[config.mk]
export PLATFORM = sky130hd
export DESIGN_NAME = dec_scan_low
export DESIGN_NICKNAME = d
export VERILOG_FILES = /design/src/rtl/dec_pkg.sv /design/src/rtl/dec_n_low.sv /design/src/rtl/dec_scan_low.sv
export SDC_FILE = /design/constraint.sdc
export NUM_CORES = 1
export LEC_CHECK = 0
export ABC_AREA = 1
export BUFFER_PORTS_ARGS = -buffer_cell sky130_fd_sc_hd__buf_2
export CORE_AREA = 3 3 62 50
export DETAILED_ROUTE_END_ITERATION = 10
export DIE_AREA = 0 0 65 53
export GPL_TIMING_DRIVEN = 0
export REMOVE_ABC_BUFFERS = 1
export SLEW_MARGIN = 5
export SYNTH_ARGS = -nofsm -noshare
export SYNTH_HDL_FRONTEND = slang
export SYNTH_SLANG_ARGS = --single-unit
[constraint.sdc]
create_clock -name clk -period 1.47 [get_ports clk]
set_input_delay 0.0735 -clock clk [delete_from_list [all_inputs] [get_ports clk]]
set_output_delay 0.0735 -clock clk [all_outputs]
set_load 0.01 [all_outputs]
[src/rtl/dec_pkg.sv]
// Shared constants and helpers for the scanning active-low decoder.
package dec_pkg;

   localparam logic MODE_MANUAL = 1'b0;
   localparam logic MODE_SCAN   = 1'b1;

   // Dwell counter width: max(1, clog2(dwell)).
   function automatic int cnt_width(input int dwell);
      return (dwell <= 2) ? 1 : $clog2(dwell);
   endfunction

endpackage

[src/rtl/dec_n_low.sv]
// Combinational N-to-2^N decoder, active-low one-cold output with enable.
module dec_n_low #(
   parameter int N = 4
) (
   input  logic             en,
   input  logic [N-1:0]     w,
   output logic [0:(2**N)-1] y
);

   // Drive only position w low while enabled; otherwise everything inactive.
   always_comb begin
      y = '1;
      if (en) y[w] = 1'b0;
   end

endmodule

[src/rtl/dec_scan_low.sv]
// Registered active-low decoder with manual decode and auto-scan modes.
module dec_scan_low
   import dec_pkg::*;
#(
   parameter int N     = 4,
   parameter int DWELL = 4
) (
   input  logic              clk,
   input  logic              rst_n,
   input  logic              en,
   input  logic              mode,
   input  logic [N-1:0]      w,
   output logic [0:(2**N)-1] y,
   output logic [N-1:0]      idx,
   output logic              wrap
);

   localparam int            OUTS     = 2**N;
   localparam int            CW       = cnt_width(DWELL);
   localparam logic [CW-1:0] CNT_LAST = CW'(DWELL - 1);

   logic [CW-1:0]   cnt;
   logic [CW-1:0]   cnt_nxt;
   logic [N-1:0]    idx_nxt;
   logic            wrap_nxt;
   logic [0:OUTS-1] y_nxt;

   // Next index/counter/wrap; disabled cycles hold idx and cnt so scan resumes.
   always_comb begin
      idx_nxt  = idx;
      cnt_nxt  = cnt;
      wrap_nxt = 1'b0;
      if (en) begin
         if (mode == MODE_MANUAL) begin
            idx_nxt = w;
            cnt_nxt = '0;
         end else if (cnt == CNT_LAST) begin
            cnt_nxt  = '0;
            idx_nxt  = idx + 1'b1;
            wrap_nxt = (idx == '1);
         end else begin
            cnt_nxt = cnt + 1'b1;
         end
      end
   end

   // Decoding the next index keeps y aligned with idx in the same cycle.
   dec_n_low #(.N(N)) u_dec (
      .en (en),
      .w  (idx_nxt),
      .y  (y_nxt)
   );

   // State and output registers with synchronous active-low reset.
   always_ff @(posedge clk) begin
      if (!rst_n) begin
         y    <= '1;
         idx  <= '0;
         cnt  <= '0;
         wrap <= 1'b0;
      end else begin
         y    <= y_nxt;
         idx  <= idx_nxt;
         cnt  <= cnt_nxt;
         wrap <= wrap_nxt;
      end
   end

endmodule

==> results of run 1 <==
## flip-flops by register name, summed over array words and instances, names as in the netlist
| register | count |
|---|---|
| cnt | 2 |
| idx | 4 |
| wrap | 1 |
| y | 16 |
## path summary, 6_finish.rpt
check | cells past startpoint | to | slack, ns
setup / recovery | 8 | y[2]$_SDFF_PN1_ | 0.11
hold / removal | 2 | cnt[0]$_SDFFE_PN0P_ | 0.06
setup reg to reg | 8 | y[2]$_SDFF_PN1_ | 0.11
hold reg to reg | 1 | cnt[0]$_SDFFE_PN0P_ | 0.49
## logic make-up (layout without fill, tap and decap cells)
kind of cell               after synthesis  in the layout  synth area share (%)
and+or+nand+nor                         62             62                  39.8
DFF                                     23             23                  46.0
buffers and inverters                   12             42                  6.25
AOI/OAI and AO/OA                        7              8                  5.50
adders and majority gates                2              2                  2.50
## synthesized netlist by cell type (2+ instances only)
| library cell | number | share of area [%] |
|---|---|---|
| nand4_1 | 8 | 5.0 |
| ha_1 | 2 | 2.5 |
| nand3_1 | 11 | 5.5 |
| nand2_1 | 12 | 4.5 |
| nor2_1 | 7 | 2.6 |
| nand2_2 | 8 | 5.0 |
| nor2_2 | 3 | 1.9 |
| inv_1 | 7 | 2.6 |
| dfxtp_1 | 23 | 46 |
| nand3_2 | 3 | 3.0 |
| nand2_4 | 4 | 4.5 |
| a21oi_1 | 2 | 1.0 |
| inv_2 | 2 | 0.75 |
| nor2_4 | 3 | 3.4 |
| buf_6 | 2 | 2.2 |
## worst max-delay path: cells and delay by family (launching register included)
kind / cells / cell delay [ns]
DFF: 1 / 0.37
buffers and inverters: 1 / 0.07
adders and majority gates: 1 / 0.29
and+or+nand+nor: 6 / 0.53
## power by group through the flow
stage               clock [W]  sequential, W  combinational, W
floorplan                   0       0.000671          0.000106
global placement            0       0.000665          0.000161
detailed placement          0       0.000665          0.000163
CTS                  0.000299       0.000652          0.000164
global route         0.000332       0.000656          0.000187
finish               0.000284       0.000654          0.000169
## per-layer routing
metal  track usage [%]  wire length (um)
met5                 0                 0
met4              4.21                19
met3              3.18                77
met2              20.4               959
met1              15.4               970
## through the flow
stage	std cells	util [%]
6_report	173	47.8
5_1_grt	173	47.8
4_1_cts	172	46.9
3_5_place_dp	168	45.8
3_3_place_gp	168	45.8
2_1_floorplan	104	-
## layout make-up
| cell class | instances | area share [%] |
|---|---|---|
| Clock buffer | 3 | 1.85 |
| Clock inverter | 1 | 0.412 |
| Inverter | 10 | 3.29 |
| Multi-Input combinational cell | 72 | 41.0 |
| Sequential cell | 23 | 38.2 |
| Tap cell | 36 | 3.70 |
| Timing Repair Buffer | 28 | 11.5 |
## repair_timing
item	in CTS	in global routing
setup endpoints to repair	0	18
setup buffers	0	0
resized for setup	0	5
==> flow_summary.toml, run 1 <==
[setup_path]
startpoint_type = "flip-flop"
path_cells = "ha_1 -> nand3_2 -> nand2_2 -> nand2_2 -> nand2_4 -> inv_4 -> nor2_8 -> nand4_1"
rr_startpoint = "idx[1]$_SDFF_PN0_"
path_max_fanout = 4
cpMaxStageDelayCell = "dfxtp_2"
cp-end-kind = "flip-flop"
worstPathArrival_ns = 1.55
cpMostUsedCell = "nand2_2"
crit_path_start = "idx[1]$_SDFF_PN0_"
cp_slowest_stage_delay_ns = 0.37
crit_type = "flip-flop to flip-flop"
worstPathRequired_ns = 1.66

[sta]
max_freq_mhz = 736
hold_violations = 0
setup_viol = 0
whs_ns = 0.0636
relSlewSlack_pct = 73.9
fin_tns_setup_ns = 0
post-route-period-util_pct = 92.4
worst_pin_slew_ns = 0.389
period_needed_ns = 1.36
skew_ns = 0.00455
maxSlewViolCount = 0
final.setup.worst_slack_ns = 0.112

[power]
clkPwrFrac_pct = 25.7
power_leakage_nw = 0.501
seq_power_share_pct = 59.0
power_switching_w = 0.000310
ir_worst_vdd_mv = 0.422
power_w = 0.00111
p_per_area_nw_per_um2 = 910
power_frac_comb_pct = 15.3
power_switching_share_pct = 28.0
cellInternalPower_w = 0.000797

[logic_synthesis]
synth_area_per_cell_um2 = 9.44
ys_async_sr_fraction_pct = 0
synth-seq-area-share_pct = 46.0
synth-seq-cells = 23
ys.flop_type = "dfxtp_1"
synthesis.instances = 106
synth_edf_count = 0
syn_area_um2 = 1000
ys_warn_count = 0
synth_cell_types = 24

[placement]
gp_congestion = 0.835
portBuffers = 28
placed_cell_area_um2 = 1160
post-dp-hpwl_mm = 1.52
pre_cts_ws_ns = 0.0293

[drt]
antenna_left = 0
routedWlPerCell_um = 11.7
postRouteWirelength_mm = 2.03
avgViaCountPerCell = 4.62
drtPass1Iterations = 4
drc_errors = 0
vias = 800
drt_iter0_drc = 17

[floorplan]
rows = 16
core_area_um2 = 2540
boundaryPins = 29
floorplan.initialDensity_pct = 39.4
die_y_um = 53
die_area_um2 = 3450
die_w_um = 65

[finish]
register_area_um2 = 464
final_area_um2 = 1220
area_delta_synth_final_pct = 21.5
layout_commonest_cell = "buf_2"
fillers = 271
final_cell_mix = "buf_2 (28), dfxtp_1 (20), nand2_1 (12), nand3_1 (11)"
drive_gt1_share_pct = 47.4
multiInputGateArea_um2 = 499
final_nets = 148
insertedDiodeCount = 0

[global_routing]
grt_pass1_wl_mm = 3.22
grt_pass1_vias = 733
grt_antenna_before_repair = 0
grt.overflow.total = 0
grt_start_max_net_pins = 14
grt_use_total_pct = 12.3

[clock_tree]
cts_made_buffers = 3
cts-root-buf = "clkbuf_4"
cts_max_path_buffers = 2
htreeDepth = 1
cts.reportedPaths.clkPinSlew_ns = 0.12
ctsHoldBuffers = 0
cts.sinks = 23
insertion_delay_ns = 0.30
cts_tree = "yes"

[hold_path]
min-delay-start = "en"
holdCritPathClass = "primary input to flip-flop"

[run_status]
status = "finished, final reports clean"

[flow_run]
maxCapViolations = 0
Note: power is estimated with default switching activity, not from simulation.
==> run 2, diff against run 1 <==
--- a/config.mk
+++ b/config.mk
@@ -5,11 +5,10 @@
 export SDC_FILE = /design/constraint.sdc
 export NUM_CORES = 1
 export LEC_CHECK = 0
-export ABC_AREA = 1
 export BUFFER_PORTS_ARGS = -buffer_cell sky130_fd_sc_hd__buf_2
-export CORE_AREA = 3 3 62 50
+export CORE_AREA = 3 3 60 48
 export DETAILED_ROUTE_END_ITERATION = 10
-export DIE_AREA = 0 0 65 53
+export DIE_AREA = 0 0 63 51
 export GPL_TIMING_DRIVEN = 0
 export REMOVE_ABC_BUFFERS = 1
 export SLEW_MARGIN = 5
==> constraint.sdc (replaced) <==
create_clock -name clk -period 1.4 [get_ports clk]
set_input_delay 0.07 -clock clk [delete_from_list [all_inputs] [get_ports clk]]
set_output_delay 0.07 -clock clk [all_outputs]
set_load 0.01 [all_outputs]
==> flow_summary.toml, run 2 <==
[run_status]
status = "finished, violations left"
violations = "setup timing"

[placement]
post-dp-hpwl_mm = 1.44
gp_congestion = 0.756
portBuffers = 28
dp.cells = 154

[sta]
relSlewSlack_pct = 73.5
period_needed_ns = 1.55
post-route-period-util_pct = 111
maxSlewViolCount = 0
final.setup.worst_slack_ns = -0.155
worst_pin_slew_ns = 0.397
fin_tns_setup_ns = -1.93
max_freq_mhz = 643
skew_ns = 0.00258
hold_violations = 0
rsz0062_at_grt = "true"
setup_viol = 17

[finish]
insertedDiodeCount = 0
register_area_um2 = 468
final_nets = 145
largest_register_ffs = 16
fillers = 221
area_delta_synth_final_pct = 44.7
final_cell_mix = "buf_2 (28), dfxtp_1 (19), nand3_1 (16), buf_4 (8)"
layout_commonest_cell = "buf_2"
multiInputGateArea_um2 = 568
drive_gt1_share_pct = 49.3
regMostFlops = "y"
final_cells = 168
reg_top3 = "y: 16 flops, idx: 4 flops, cnt: 2 flops"

[clock_tree]
cts_max_path_buffers = 2
cts-root-buf = "clkbuf_4"
ctsHoldBuffers = 0
cts.reportedPaths.clkPinSlew_ns = 0.12
insertion_delay_ns = 0.31
htreeDepth = 1
cts_made_buffers = 3
cts_tree = "yes"
cts.sinks = 23

[global_routing]
grt_start_max_net_pins = 19
grt.overflow.total = 0
grt_use_total_pct = 15.5
grt_pass1_vias = 785
grt_antenna_before_repair = 0
grt_pass1_wl_mm = 3.72

[drt]
route.met3.wl_um = 135
wl_met1_mm = 1.02
drtPass1Iterations = 4
top_layer = "met4"
drc_errors = 0
routedWlPerCell_um = 14.5
antenna_left = 0
avgViaCountPerCell = 5.00
postRouteWirelength_mm = 2.44
vias = 840
drt_iter0_drc = 26
met2RoutedLength_mm = 1.20

[logic_synthesis]
ys.flop_type = "dfxtp_1"
synth_area_leaders = "dfxtp_1 (50%), nand3_1 (9.3%), ha_1 (2.7%), nand2_1 (2.5%), nor2_1 (2.5%)"
synth_top_area_share_pct = 50.1
synth_most_common_cell = "dfxtp_1"
ys_async_sr_fraction_pct = 0
synth_edf_count = 0
synth_cell_types = 32
synth-seq-cells = 23
yosys-top-cells-count = "dfxtp_1 (23), nand3_1 (17), nand2_1 (6), nor2_1 (6)"
syn_area_um2 = 918
synthesis.instances = 95
synth-seq-area-share_pct = 50.1
synth_area_per_cell_um2 = 9.67
ys_warn_count = 0
yosysTopAreaCell = "dfxtp_1"

[floorplan]
floorplan.initialDensity_pct = 39.8
rows = 15
core_area_um2 = 2310
die_y_um = 51
boundaryPins = 29
die_area_um2 = 3210
die_w_um = 63

[hold_path]
hold_path_end = "idx[0]$_SDFF_PN0_"
holdCritPathClass = "primary input to flip-flop"
hold_depth = 3
min-delay-start = "rst_n"

[setup_path]
worstPathArrival_ns = 1.75
r2r-end = "y[2]$_SDFF_PN1_"
worstPathRequired_ns = 1.60
crit_type = "flip-flop to flip-flop"
cpMaxStageDelayCell = "dfxtp_4"
startpoint_type = "flip-flop"
cp_slowest_stage_delay_ns = 0.38
rr_startpoint = "idx[0]$_SDFF_PN0_"
cp-end-kind = "flip-flop"
path_max_fanout = 4
reg2reg_depth = 5
regToRegSetupSlack_ns = -0.15
path_cells = "ha_4 -> and3b_1 -> o21a_2 -> nor3_4 -> nand3_1"

[flow_run]
maxCapViolations = 0

[power]
ir_worst_vdd_mv = 0.540
power_leakage_nw = 0.514
p_per_area_nw_per_um2 = 905
-- run 2: report_power, final --
part	switching [W]	internal, W
clock	0.000194	0.000107
combinational	0.000125	0.0000877
sequential	0.0000177	0.000672
total	0.000336	0.000867
-- run 2: worst max path at each step --
| stage | to | startpoint | cells after the start |
|---|---|---|---|
| after floorplan | y[10]$_SDFF_PN1_ | idx[0]$_SDFF_PN0_ | 5 |
| after global routing | y[2]$_SDFF_PN1_ | idx[0]$_SDFF_PN0_ | 5 |
| after global placement | y[12]$_SDFF_PN1_ | idx[0]$_SDFF_PN0_ | 5 |
| final | y[2]$_SDFF_PN1_ | idx[0]$_SDFF_PN0_ | 5 |
| after CTS | y[3]$_SDFF_PN1_ | cnt[0]$_SDFFE_PN0P_ | 5 |
| after detailed placement | y[12]$_SDFF_PN1_ | idx[0]$_SDFF_PN0_ | 5 |
-- run 2: repair_timing --
| item | in CTS | in global routing |
|---|---|---|
| pin swaps | 15 | 6 |
| resized for setup | 23 | 8 |
| setup buffers | 6 | 3 |
| endpoints found under the setup margin | 18 | 19 |
| cloned | 0 | 1 |
-- run 2: cell families (layout without fill, tap and decap cells) --
logic type      after synthesis  after routing  synth area share [%]
xor+xnor                      2              2                  1.91
fa+ha+maj                     2              2                  2.72
compound gates               22             23                  18.1
flops                        23             23                  50.1
mux                           1              1                  1.23
buf+inv                       6             44                  3.54
simple gates                 39             39                  22.3
-- run 2: per-stage QoR --
step | hold WS (ns) | instance area [um2] | power (W) | worst slack [ns] | utilization [%]
2_1_floorplan | 0.181 | 897 | 0.000790 | -0.0782 | -
4_1_cts | 0.0270 | 1260 | 0.00120 | -0.119 | 54.6
3_5_place_dp | 0.378 | 1080 | 0.000847 | -0.285 | 46.8
6_report | 0.0498 | 1330 | 0.00120 | -0.155 | 57.6
5_1_grt | 0.0355 | 1330 | 0.00127 | -0.226 | 57.6
3_3_place_gp | 0.365 | 1080 | 0.000844 | -0.278 | 46.8
-- run 2: metal layers --
layer / vias up / GRT usage, %
met1: 382 / 16.8
met4: 0 / 9.16
met2: 28 / 26.3
met5: - / 0
li1: 421 / -
met3: 9 / 5.27
-- run 2: worst max-delay path: cells and delay by family, from the launching register on --
kind,cells,cell delay [ns]
adder cells (fa/ha/maj),1,0.25
AND/OR/NAND/NOR,3,0.55
AO/OA/AOI/OAI,1,0.26
flip-flops,1,0.38
-- run 2: area by class of cell --
class                      instances  area share [%]
multi-input combinational         67            42.7
sequential                        23            35.2
timing repair buffer              37            15.9
tap                               34            3.20
clock buffer                       3            1.69
inverter                           3           0.847
clock inverter                     1           0.377
==> run 3, diff against run 2 <==
--- a/config.mk
+++ b/config.mk
@@ -5,8 +5,9 @@
 export SDC_FILE = /design/constraint.sdc
 export NUM_CORES = 1
 export LEC_CHECK = 0
+export ABC_AREA = 1
 export BUFFER_PORTS_ARGS = -buffer_cell sky130_fd_sc_hd__buf_2
-export CORE_AREA = 3 3 60 48
+export CORE_AREA = 2 2 61 49
 export DETAILED_ROUTE_END_ITERATION = 10
 export DIE_AREA = 0 0 63 51
 export GPL_TIMING_DRIVEN = 0
==> flow_summary.toml, run 3 (synthesis gave the netlist of run 1 again) <==
[run_status]
status = "finished, final reports clean"

[clock_tree]
cts_max_path_buffers = 2
insertion_delay_ns = 0.31
ctsHoldBuffers = 0
htreeDepth = 1
cts-root-buf = "clkbuf_4"
cts_tree = "yes"
cts_made_buffers = 3
cts.reportedPaths.clkPinSlew_ns = 0.12
cts.sinks = 23

[finish]
area_delta_synth_final_pct = 27.6
layout_commonest_cell = "buf_2"
final_core_util_pct = 47.3
final_nets = 150
insertedDiodeCount = 0
drive_gt1_share_pct = 50.4
regMostFlops = "y"
final_cell_mix = "buf_2 (28), dfxtp_1 (19), nand2_1 (12), nand3_1 (11)"
largest_register_ffs = 16
final_area_um2 = 1280
reg_top3 = "y: 16 flops, idx: 4 flops, cnt: 2 flops"
fillers = 280

[global_routing]
grt_start_max_net_pins = 14
use_met2_pct = 22.0
grt_antenna_before_repair = 0
grt_pass1_vias = 741
use_met1_pct = 17.5
top_usage_layer = "met2"
grt_use_total_pct = 13.8
grtUsageMet3_pct = 3.08
grt_pass1_wl_mm = 3.37
grt.overflow.total = 0

[setup_path]
reg2reg_depth = 8
startpoint_type = "flip-flop"
rr_startpoint = "idx[1]$_SDFF_PN0_"
crit_family = "simple AND/OR/NAND/NOR gates"
crit_type = "flip-flop to flip-flop"
crit_buf_inv = 1
worstPathArrival_ns = 1.57
r2r-end = "y[3]$_SDFF_PN1_"
worstPathRequired_ns = 1.60
cpMaxStageDelayCell = "dfxtp_4"
path_cells = "ha_4 -> nand3_2 -> nand2_2 -> nand2_2 -> nand2_4 -> inv_6 -> nor2_4 -> nand4_1"
cp-end-kind = "flip-flop"
path_max_fanout = 4
cpMostUsedCell = "nand2_2"
regToRegSetupSlack_ns = 0.03
cp_slowest_stage_delay_ns = 0.39

[drt]
drtPass1Iterations = 4
avgViaCountPerCell = 4.73
drt_iter0_drc = 14
antenna_left = 0
postRouteWirelength_mm = 2.06
routedWlPerCell_um = 11.6
vias = 837
drc_errors = 0

[power]
p_per_area_nw_per_um2 = 929
power_leakage_nw = 0.515
ir_worst_vdd_mv = 0.400
power_w = 0.00119

[placement]
pre_cts_ws_ns = -0.0355
gp_congestion = 0.788
placed_cell_area_um2 = 1170
portBuffers = 28
post-dp-hpwl_mm = 1.45

[sta]
post-route-period-util_pct = 97.6
skew_ns = 0.00221
maxSlewViolCount = 0
period_needed_ns = 1.37
setup_viol = 0
final.setup.worst_slack_ns = 0.0337
rsz0062_at_grt = "true"
whs_ns = 0.0483
max_freq_mhz = 732
worst_pin_slew_ns = 0.475
hold_violations = 0
relSlewSlack_pct = 68.2

[floorplan]
die_area_um2 = 3210
die_y_um = 51
core_area_um2 = 2700
boundaryPins = 29
rows = 17
floorplan.initialDensity_pct = 37.1
die_w_um = 63

[hold_path]
hold_path_end = "idx[0]$_SDFF_PN0_"
min-delay-start = "en"
hold_depth = 2
holdCritPathClass = "primary input to flip-flop"

[flow_run]
maxCapViolations = 0
-- run 3: changes by cell type in the layout (fill, tap and decap cells not counted), moves of 5 or more --
cell     delta
buf_4       -7
nand3_1     -5
nand4_1     +7
nand2_1     +6
nand2_2     +8
-- run 3: worst max path at each step --
stage	startpoint	to	slack, ns	cells past startpoint
after floorplan	idx[0]$_SDFF_PN0_	y[10]$_SDFF_PN1_	0.11	8
after global placement	cnt[0]$_SDFFE_PN0P_	y[2]$_SDFF_PN1_	-0.01	6
after detailed placement	cnt[0]$_SDFFE_PN0P_	y[1]$_SDFF_PN1_	-0.04	6
after CTS	idx[0]$_SDFF_PN0_	y[3]$_SDFF_PN1_	0.02	8
after global routing	idx[2]$_SDFF_PN0_	y[5]$_SDFF_PN1_	-0.04	5
final	idx[1]$_SDFF_PN0_	y[3]$_SDFF_PN1_	0.03	8
-- run 3: layout make-up --
type                    count  area [um2]  area share (%)
repair buffers             30         168            13.1
clock inverters             1        5.00           0.392
clock buffers               3        22.5            1.76
flip-flops and latches     23         470            36.8
inverters                  10        42.5            3.33
multi-input cells          72         522            40.8
well taps                  38        47.5            3.72
-- run 3: worst reg2reg max path, stage by stage, from the launching register on --
cell,delay [ns]
dfxtp_4,0.39
ha_4,0.26
nand3_2,0.05
nand2_2,0.08
nand2_2,0.06
nand2_4,0.12
inv_6,0.06
nor2_4,0.14
nand4_1,0.10
-- run 3: power by group --
group / total [W] / internal [W] / leakage, nW / switching (W)
clock network: 0.000306 / 0.000107 / 0.0177 / 0.000199
logic: 0.000195 / 0.0000707 / 0.308 / 0.000125
registers: 0.000686 / 0.000671 / 0.189 / 0.0000152
-- run 3: metal layers --
metal  part of all wire, %  vias to the layer above  wire length [um]
li1                      -                      421                 -
met1                    46                      398               951
met2                    48                       14               989
met3                   3.7                        4                76
met4                   2.1                        0                44
met5                     0                        -                 0
-- run 3: metrics by stage --
| step | TNS, ns | std cells |
|---|---|---|
| floorplan | 0 | 104 |
| global placement | -0.0244 | 170 |
| detailed placement | -0.260 | 170 |
| CTS | 0 | 175 |
| global route | -0.295 | 177 |
| finish | 0 | 177 |
-- run 3: what timing repair did --
| item | CTS | global route |
|---|---|---|
| setup buffers | 0 | 2 |
| resized for setup | 3 | 9 |
| endpoints found under the setup margin | 16 | 17 |
| pin swaps | 1 | 6 |
| gates cloned | 1 | 0 |
